[src/rtl/register_file_mp_pkg.sv]
// Shared definitions for the multi-port register file: sequencer state
// encoding and the packed-port slice helper used by the read mux generate loop.
package register_file_mp_pkg;

  // Clear sequencer states: CLEAR sweeps the array to zero, RUN accepts writes.
  typedef enum logic {
    RF_CLEAR = 1'b0,
    RF_RUN   = 1'b1
  } rf_state_e;

  // Lowest bit index of port 'port' inside a packed bus of 'width'-bit fields.
  function automatic int unsigned rf_lsb(input int unsigned port, input int unsigned width);
    return port * width;
  endfunction

endpackage

[src/rtl/register_file_mp_if.sv]
// Bus bundle between decode/ALU (master) and the register file (slave):
// two active-low write ports, packed read selects, packed read data and Ready.
interface register_file_mp_if #(
  parameter int DataWidth  = 8,
  parameter int SelectSize = 3,
  parameter int ReadPorts  = 2
);

  logic                              REG_WE0;
  logic [SelectSize-1:0]             REG_Dst0;
  logic [DataWidth-1:0]              DIn0;
  logic                              REG_WE1;
  logic [SelectSize-1:0]             REG_Dst1;
  logic [DataWidth-1:0]              DIn1;
  logic [ReadPorts*SelectSize-1:0]   REG_Src;
  logic [ReadPorts*DataWidth-1:0]    SRC;
  logic                              Ready;

  modport master (
    output REG_WE0, REG_Dst0, DIn0,
    output REG_WE1, REG_Dst1, DIn1,
    output REG_Src,
    input  SRC, Ready
  );

  modport slave (
    input  REG_WE0, REG_Dst0, DIn0,
    input  REG_WE1, REG_Dst1, DIn1,
    input  REG_Src,
    output SRC, Ready
  );

endinterface

[src/rtl/register_file_mp_clear_seq.sv]
// Clear-on-reset sequencer: after Reset falls it walks ClrAddr over every
// register (one per cycle) and then parks in RUN with Ready high.
module register_file_mp_clear_seq
  import register_file_mp_pkg::*;
#(
  parameter int SelectSize = 3
) (
  input  logic                  Clk,
  input  logic                  Reset,
  output logic                  Ready,
  output logic                  ClrWe,
  output logic [SelectSize-1:0] ClrAddr
);

  localparam logic [SelectSize-1:0] LastAddr = {SelectSize{1'b1}};

  rf_state_e             state_q, state_d;
  logic [SelectSize-1:0] clr_cnt_q, clr_cnt_d;
  logic                  ready_q, ready_d;

  // State register: synchronous reset restarts the sweep from address zero.
  always_ff @(posedge Clk) begin
    if (Reset) begin
      state_q   <= RF_CLEAR;
      clr_cnt_q <= {SelectSize{1'b0}};
      ready_q   <= 1'b0;
    end else begin
      state_q   <= state_d;
      clr_cnt_q <= clr_cnt_d;
      ready_q   <= ready_d;
    end
  end

  // Next state: advance the sweep; the counter holds at the last address instead of wrapping.
  always_comb begin
    state_d   = state_q;
    clr_cnt_d = clr_cnt_q;
    ready_d   = ready_q;
    case (state_q)
      RF_CLEAR: begin
        if (clr_cnt_q == LastAddr) begin
          state_d = RF_RUN;
          ready_d = 1'b1;
        end else begin
          clr_cnt_d = clr_cnt_q + SelectSize'(1);
          ready_d   = 1'b0;
        end
      end
      RF_RUN: begin
        ready_d = 1'b1;
      end
      default: begin
        state_d   = RF_CLEAR;
        clr_cnt_d = {SelectSize{1'b0}};
        ready_d   = 1'b0;
      end
    endcase
  end

  // Outputs: clear strobe only while sweeping and not held in reset.
  always_comb begin
    ClrAddr = clr_cnt_q;
    Ready   = ready_q;
    if ((state_q == RF_CLEAR) && !Reset) begin
      ClrWe = 1'b1;
    end else begin
      ClrWe = 1'b0;
    end
  end

endmodule

[src/rtl/register_file_mp.sv]
// Multi-port register file: flop array with a sequenced clear, two write ports
// (port 1 wins on a collision), optional hardwired-zero R0 and optional
// same-cycle write-to-read bypass on every read port.
module register_file_mp
  import register_file_mp_pkg::*;
#(
  parameter int DataWidth  = 8,
  parameter int SelectSize = 3,
  parameter int ReadPorts  = 2,
  parameter int ZeroReg    = 0,
  parameter int Bypass     = 1
) (
  input  logic                  Clk,
  input  logic                  Reset,
  register_file_mp_if.slave     bus
);

  localparam int RegisterCnt = 1 << SelectSize;

  logic [DataWidth-1:0]  mem_q [RegisterCnt];
  logic [DataWidth-1:0]  mem_d [RegisterCnt];
  logic                  ready_s;
  logic                  clr_we_s;
  logic [SelectSize-1:0] clr_addr_s;
  logic                  wr0_s;
  logic                  wr1_s;

  register_file_mp_clear_seq #(
    .SelectSize (SelectSize)
  ) u_clear_seq (
    .Clk     (Clk),
    .Reset   (Reset),
    .Ready   (ready_s),
    .ClrWe   (clr_we_s),
    .ClrAddr (clr_addr_s)
  );

  assign bus.Ready = ready_s;

  // A write commits only in RUN, outside reset, and never to R0 when R0 is hardwired.
  assign wr0_s = ready_s && !Reset && !bus.REG_WE0 &&
                 !((ZeroReg != 0) && (bus.REG_Dst0 == {SelectSize{1'b0}}));
  assign wr1_s = ready_s && !Reset && !bus.REG_WE1 &&
                 !((ZeroReg != 0) && (bus.REG_Dst1 == {SelectSize{1'b0}}));

  // Next array contents: clear sweep first, then port 1 over port 0, else hold.
  always_comb begin
    for (int r = 0; r < RegisterCnt; r++) begin
      if (clr_we_s && (clr_addr_s == SelectSize'(r))) begin
        mem_d[r] = {DataWidth{1'b0}};
      end else if (wr1_s && (bus.REG_Dst1 == SelectSize'(r))) begin
        mem_d[r] = bus.DIn1;
      end else if (wr0_s && (bus.REG_Dst0 == SelectSize'(r))) begin
        mem_d[r] = bus.DIn0;
      end else begin
        mem_d[r] = mem_q[r];
      end
    end
  end

  // Flop array; no reset of its own because the clear sweep zeroes it.
  always_ff @(posedge Clk) begin
    mem_q <= mem_d;
  end

  // One read port: forced zero while clearing, hardwired R0, bypass (port 1 first), else array.
  function automatic logic [DataWidth-1:0] read_mux(
    input logic                  run,
    input logic [SelectSize-1:0] sel,
    input logic                  we0_n,
    input logic [SelectSize-1:0] dst0,
    input logic [DataWidth-1:0]  din0,
    input logic                  we1_n,
    input logic [SelectSize-1:0] dst1,
    input logic [DataWidth-1:0]  din1,
    input logic [DataWidth-1:0]  arr_val
  );
    logic [DataWidth-1:0] r;
    if (!run) begin
      r = {DataWidth{1'b0}};
    end else if ((ZeroReg != 0) && (sel == {SelectSize{1'b0}})) begin
      r = {DataWidth{1'b0}};
    end else if ((Bypass != 0) && !we1_n && (dst1 == sel)) begin
      r = din1;
    end else if ((Bypass != 0) && !we0_n && (dst0 == sel)) begin
      r = din0;
    end else begin
      r = arr_val;
    end
    return r;
  endfunction

  for (genvar k = 0; k < ReadPorts; k++) begin : g_rd
    localparam int SelLsb  = rf_lsb(k, SelectSize);
    localparam int DataLsb = rf_lsb(k, DataWidth);
    logic [SelectSize-1:0] sel_s;

    assign sel_s = bus.REG_Src[SelLsb +: SelectSize];
    assign bus.SRC[DataLsb +: DataWidth] = read_mux(ready_s, sel_s,
                                                    bus.REG_WE0, bus.REG_Dst0, bus.DIn0,
                                                    bus.REG_WE1, bus.REG_Dst1, bus.DIn1,
                                                    mem_q[sel_s]);
  end

endmodule
[src/flat_wrapper.sv]
// flat-port wrapper written by rule: the top's interface ports become plain ports
module register_file_mp_flat import register_file_mp_pkg::*;
#(
  parameter int DataWidth  = 8,
  parameter int SelectSize = 3,
  parameter int ReadPorts  = 2,
  parameter int ZeroReg    = 0,
  parameter int Bypass     = 1
)
  (Clk, Reset, bus_REG_WE0, bus_REG_Dst0, bus_DIn0, bus_REG_WE1, bus_REG_Dst1, bus_DIn1, bus_REG_Src, bus_SRC, bus_Ready);
  register_file_mp_if #(.DataWidth(DataWidth), .SelectSize(SelectSize), .ReadPorts(ReadPorts)) bus_i ();
  input  logic Clk;
  input  logic Reset;
  input wire logic [$bits(bus_i.REG_WE0)-1:0] bus_REG_WE0;
  input wire logic [$bits(bus_i.REG_Dst0)-1:0] bus_REG_Dst0;
  input wire logic [$bits(bus_i.DIn0)-1:0] bus_DIn0;
  input wire logic [$bits(bus_i.REG_WE1)-1:0] bus_REG_WE1;
  input wire logic [$bits(bus_i.REG_Dst1)-1:0] bus_REG_Dst1;
  input wire logic [$bits(bus_i.DIn1)-1:0] bus_DIn1;
  input wire logic [$bits(bus_i.REG_Src)-1:0] bus_REG_Src;
  output wire logic [$bits(bus_i.SRC)-1:0] bus_SRC;
  output wire logic [$bits(bus_i.Ready)-1:0] bus_Ready;
  assign bus_i.REG_WE0 = bus_REG_WE0;
  assign bus_i.REG_Dst0 = bus_REG_Dst0;
  assign bus_i.DIn0 = bus_DIn0;
  assign bus_i.REG_WE1 = bus_REG_WE1;
  assign bus_i.REG_Dst1 = bus_REG_Dst1;
  assign bus_i.DIn1 = bus_DIn1;
  assign bus_i.REG_Src = bus_REG_Src;
  assign bus_SRC = bus_i.SRC;
  assign bus_Ready = bus_i.Ready;
  register_file_mp #(.DataWidth(DataWidth), .SelectSize(SelectSize), .ReadPorts(ReadPorts), .ZeroReg(ZeroReg), .Bypass(Bypass)) u_core (.Clk(Clk), .Reset(Reset), .bus(bus_i));
endmodule
[config.mk]
export PLATFORM = sky130hd
export DESIGN_NAME = register_file_mp_flat
export DESIGN_NICKNAME = d
export VERILOG_FILES = /design/src/rtl/register_file_mp_pkg.sv /design/src/rtl/register_file_mp_if.sv /design/src/rtl/register_file_mp_clear_seq.sv /design/src/rtl/register_file_mp.sv /design/src/flat_wrapper.sv
export SDC_FILE = /design/constraint.sdc
export NUM_CORES = 1
export LEC_CHECK = 0
export CAP_MARGIN = 20
export CORE_ASPECT_RATIO = 2
export CORE_MARGIN = 2
export CORE_UTILIZATION = 40
export CTS_BUF_LIST = sky130_fd_sc_hd__clkbuf_16
export DETAILED_ROUTE_END_ITERATION = 10
export MAX_ROUTING_LAYER = met4
export SKIP_LAST_GASP = 1
export SYNTH_ARGS = -nofsm -noshare
export SYNTH_HDL_FRONTEND = slang
export SYNTH_SLANG_ARGS = --single-unit
[constraint.sdc]
create_clock -name Clk -period 2 [get_ports Clk]
set_clock_uncertainty 0.1 [all_clocks]
set_input_delay 0.4 -clock Clk [delete_from_list [all_inputs] [get_ports Clk]]
set_output_delay 0.4 -clock Clk [all_outputs]
set_load 0.05 [all_outputs]
Word level (Yosys, flattened, before mapping)
Cells that the tools add are included.

storage, ports and cells
  register bits = 69
  input port bits = 32
  output and inout port bits = 17
  logic and storage cells = 122

operators by class
  add/subtract/negate cells = 1
  order comparisons = 2
  eq/ne operators = 25
  mux-type cells = 32
  bitwise gates (word level) = 4
  reduce and logical (&&, ||, !) cells = 47

operators by type and width
  cell                                                       count
  2-to-1 mux 8 bit                                           26
  binary-select mux 8 bit (select 3 bit)                     2
  == test 3 bit (second input constant)                      12
  logical AND 1 bit                                          32
  == test 3 x 2 -> 1 bit (second input constant)             6
  nonzero test 2 bit                                         8
  == test 3 bit                                              4
  == test 3 x 1 -> 1 bit (second input constant)             3
  zero test 3 bit                                            3
  greater-or-equal comparator 4 bit (second input constant)  2
  inverter 3 -> 4 bit                                        2
  adder 3 x 1 -> 3 bit (second input constant)               1
  zero test 1 bit                                            3
  2-to-1 mux 1 bit                                           3
  inverter 1 bit                                             2
  one-hot mux 1 bit (2 select lines)                         1
  AND reduction 2 bit                                        1

Depth between registers and ports, before layout
  depth in word-level cells = 7
  mapped depth = 7
  mapped depth without buffers = 5

Modules after synthesis
A second synthesis with hierarchy kept.

unflattened totals
  cells, all modules = 528
  area, all modules = 4,790.8 sq um

modules (own cells, without submodules)
  module                      instances  cells an instance  area each (sq um)  seq. area each (sq um)
  register_file_mp            1          510                4,620.7            1,281.2
  register_file_mp_clear_seq  1          18                 170.2              80.1

Worst setup path after synthesis
No wires, ideal clock.

  path type = input to output
  start point = input port bus_REG_Src[0]
  end point = output port bus_SRC[6]
  arrival = 2,312 ps
  required time = 1,500 ps
  path slack = -812 ps
  cell stages on the path = 6
  path buffers = 3
  path through = buf_4 xor2_1 or4_1 buf_2 buf_6 a31oi_1

between the ends
  word-level cells in the longest chain between the ends = 7
  elaborated cells on any way between the ends = 11
  those cells by class = eq/ne: 2; mux: 6; bitwise: 1; reduce/logical: 2

RTL lines
  what                                                 line                     RTL
  from (decl)                                          flat_wrapper.sv:20       input wire logic [$bits(bus_i.REG_Src)-1:0] bus_REG_Src;
  inverter 3 -> 4 bit (implied by the code)            register_file_mp.sv:102  mem_q[sel_s]);
  binary-select mux 8 bit (select 3 bit)               register_file_mp.sv:102
  2-to-1 mux 8 bit (implied by the code) (2 in a row)  register_file_mp.sv:102
  2-to-1 mux 8 bit                                     register_file_mp.sv:85   end else if ((Bypass != 0) && !we0_n && (dst0 == sel)) begin
  2-to-1 mux 8 bit (*)                                 register_file_mp.sv:83   end else if ((Bypass != 0) && !we1_n && (dst1 == sel)) begin
  2-to-1 mux 8 bit (*)                                 register_file_mp.sv:79   if (!run) begin
  to (decl)                                            flat_wrapper.sv:21       output wire logic [$bits(bus_i.SRC)-1:0] bus_SRC;

Every way passes the cells marked *; elsewhere a longest branch is shown, timed or not. The select of a mux whose other input is x is not followed.

Worst setup path in the final report
  start point = input port bus_REG_Src[1]
  end point = output port bus_SRC[7]

Same word-level chain as after synthesis.

==> results.yml <==
status:
  outcome: "finished with violations"
  violations: "negative setup slack"
setup_path:
  slowest_stage: "or4_4"
  r2r-end: "u_core.mem_q[48]$_SDFFE_PP0P_"
  crit_type: "in2out"
  rrSetupSlack_ps: 180
  cp_cell_sequence: "buf_8, xor2_1, or4_4, buf_8, buf_6, a31oi_4, buf_6"
  critPathArrivalTime_ps: 1890
  r2r.worst_path.cells: 6
  critPathBufInv: 4
  start_kind: "input port"
  crit_family: "buffers and inverters"
  slowest_delay_ps: 600
  crit_fanout: 6
  r2r-start: "u_core.u_clear_seq.state_q$_SDFF_PP0_"
  required_ps: 1500
  cp-end-kind: "primary output"
grt:
  grt_first_pass_wirelength_um: 27300
  grtUsageMet2: 0.518
  grt_most_used_layer: "met2"
  grt-ovfl-total: 0
  grt_pass1_vias: 5010
  globalRouteTotalUtil: 0.295
  antenna_found_initial: 0
  grt_max_degree: 25
  grt_util_met1: 0.287
  use_met3: 0.0516
die:
  core-area_um2: 11700
  pin_count: 49
  dieHeight_um: 158
  dieArea_um2: 12900
  die_w_um: 81.2
  start_util: 0.407
  rows: 56
sta:
  tightest_slew_ps: 741
  maxSlewViolCount: 0
  slew_headroom: 0.504
  rsz0062_at_grt: "true"
  worst_slack_ps: -394
  fin_crit_sh: 1.20
  max_freq_mhz: 418
  finalSetupViolCount: 16
  hold_viol: 0
  fin_crit_ps: 2390
cells_and_area:
  nFillCells: 954
  multi_input_area_um2: 3650
  antennaDiodeCount: 0
  nets: 689
  area_delta_synth_final_pct: 51.2
  fin_util: 0.616
  final_area_um2: 7210
  drive_gt1_frac: 0.378
  seq_area_um2: 1370
routing:
  wirelength_um: 18400
  post_drt_wl_per_cell_um: 23.0
  dr_total_vias: 4963
  firstDrtPassIters: 8
  remaining_drc_errors: 0
  first_iter_violations: 443
  avgViaCountPerCell: 6.20
  ant_nets: 0
power:
  p_leak_nw: 3.12
  ir_drop_v: 0.000482
  pwr_density_cell_nw_per_um2: 583
clock_network:
  cts-buffers-inserted: 9
  cts_buffer_depth: 2
  cts-root-buf: "clkbuf_16"
  holdBufCountCts: 0
  cts_num_sinks: 68
  clk_pin_slew_ps: 50
  cts_max_level: 3
  clk_latency_ps: 330
  cts_tree: "yes"
logic_synthesis:
  avgSynthCellArea_um2: 8.87
  ys_seq_area_frac: 0.286
  synthMuxAreaShare: 0.277
  ys_ff_latch: 68
  synth_area_um2: 4760
  syn-instance-count: 537
  syn-num-nets: 575
  yosys_warnings: 0
  synth_top_family_by_area: "multiplexers"
  ys_types: 33
  synthXorXnorAreaFrac: 0.0239
  synth_compound_area_frac: 0.168
  synth-simple-area-share: 0.173
  synthAdderAreaFrac: 0.0158
run:
  maxCapViolations: 0
hold_path:
  min_path_type: "reg2reg"
  whs_endpoint: "u_core.u_clear_seq.ClrAddr[1]$_SDFFE_PP0P_"
  worstHoldPathCells: 2
  min_from: "u_core.u_clear_seq.ClrAddr[1]$_SDFFE_PP0P_"
placement:
  dp_hpwl_um: 13600
  io_buffers: 48
  place.gp.congestion: 0.945
  dpl_cell_area_um2: 6320
## through the flow
step | setup slack [ps] | hold slack, ps | TNS, ps | instances | power, mW
floorplan | -293 | 387 | -4430 | 537 | 1.96
global placement | -901 | 407 | -27370 | 779 | 2.27
detailed placement | -896 | 408 | -28930 | 779 | 2.29
CTS | -407 | 417 | -5890 | 799 | 4.13
global route | -423 | 451 | -6170 | 801 | 4.32
finish | -394 | 419 | -5680 | 801 | 4.20
## registers in the layout (all words and copies together) (netlist names)
name	flops
u_core.mem_q	64
u_core.u_clear_seq.ClrAddr	3
u_core.u_clear_seq.state_q	1
## final cells by class
cell class | count | area share
inverter | 3 | 0.00156
clock inverter | 7 | 0.0146
sequential | 68 | 0.189
multi-input combinational | 413 | 0.507
clock buffer | 9 | 0.0313
timing repair buffer | 156 | 0.231
tap | 145 | 0.0252
## kinds of logic (layout without fill, tap and decap cells)
| kind of cell | Yosys count | count (layout) |
|---|---|---|
| compound gates | 115 | 115 |
| xor+xnor | 13 | 13 |
| fa+ha+maj | 6 | 6 |
| buf+inv | 56 | 175 |
| flops | 68 | 68 |
| mux | 112 | 112 |
| simple gates | 167 | 167 |
## cell usage after synthesis
| cell type | n | area [um2] |
|---|---|---|
| mux2i_1 | 96 | 961 |
| nor2_1 | 77 | 289 |
| dfxtp_1 | 68 | 1360 |
| a211oi_1 | 65 | 488 |
| nand2_1 | 26 | 97.6 |
| clkbuf_1 | 24 | 90.1 |
| nand2b_1 | 19 | 119 |
| nand3_1 | 18 | 90.1 |
| o21ai_0 | 17 | 85.1 |
| a22oi_1 | 16 | 120 |
| a31oi_1 | 16 | 100 |
| mux4_2 | 16 | 360 |
| xor2_1 | 12 | 105 |
| buf_1 | 10 | 37.5 |
| buf_2 | 10 | 50.1 |
| ha_1 | 6 | 75.1 |
| buf_4 | 5 | 37.5 |
| nor2b_1 | 5 | 31.3 |
| buf_6 | 4 | 45.0 |
| nand2_2 | 4 | 25.0 |
| or4_1 | 4 | 30.0 |
| and4bb_2 | 3 | 37.5 |
| inv_1 | 3 | 11.3 |
| and2_1 | 2 | 12.5 |
| nor3_1 | 2 | 10.0 |
| nor4_2 | 2 | 25.0 |
| a21oi_1 | 1 | 5.00 |
| nand4b_1 | 1 | 8.76 |
| nor3_4 | 1 | 16.3 |
| nor3b_1 | 1 | 7.51 |
| nor4b_1 | 1 | 8.76 |
| nor4b_2 | 1 | 15.0 |
| xnor2_1 | 1 | 8.76 |
## power by group
group | internal, mW | total, mW | switching, mW
Clock | 1.20 | 1.81 | 0.609
Combinational | 0.434 | 0.895 | 0.461
Sequential | 1.43 | 1.50 | 0.0668
## routing by layer
metal,part of all wire,vias up
met5,0,-
met4,0.070,0
met3,0.052,110
met2,0.54,253
met1,0.34,2382
li1,-,2218
## what timing repair did
action / 4_1_cts / 5_1_grt
setup endpoints to repair: 16 / 39
pin swaps: 15 / 20
hold endpoints to repair: 0 / 0
setup buffers: 2 / 3
gates cloned: 2 / 2
gates resized for setup: 128 / 52
## worst max path at each step
| stage | from | to | slack (ps) | depth (start not counted) |
|---|---|---|---|---|
| final | bus_REG_Src[1] | bus_SRC[7] | -390 | 7 |
| after floorplan | bus_REG_Dst1[1] | bus_SRC[10] | -290 | 6 |
| after CTS | bus_REG_Src[1] | bus_SRC[7] | -410 | 7 |
| after global routing | bus_REG_Src[1] | bus_SRC[7] | -420 | 8 |
| after detailed placement | bus_REG_Src[1] | bus_SRC[7] | -900 | 7 |
| after global placement | bus_REG_Src[1] | bus_SRC[6] | -900 | 7 |
## worst register-to-register path: cells and delay by family, from the launching register on
family,cells,cell delay (ps)
AOI/OAI and AO/OA,1,330
buffers and inverters,2,350
and+or+nand+nor,2,430
muxes,1,140
DFF,1,360
## cell usage in the layout (no fill, tap or decap), types with 4 or more instances in the layout
cell type and n:
buf_12 16, dfxtp_1 67, a211oi_1 64, ha_1 6, a22oi_1 13, clkinv_1 4
mux2i_1 95, nand3_2 12, o21ai_2 14, buf_6 33, clkbuf_16 11, xor2_1 10
clkdlybuf4s50_1 16, nand2b_1 18, mux4_2 16, nand2_4 9, a31oi_4 16, buf_8 7
nor2_1 77, nand3_1 6, nand2_2 11, buf_4 73, nand2_1 10
Power figures use the tool's default switching activity.
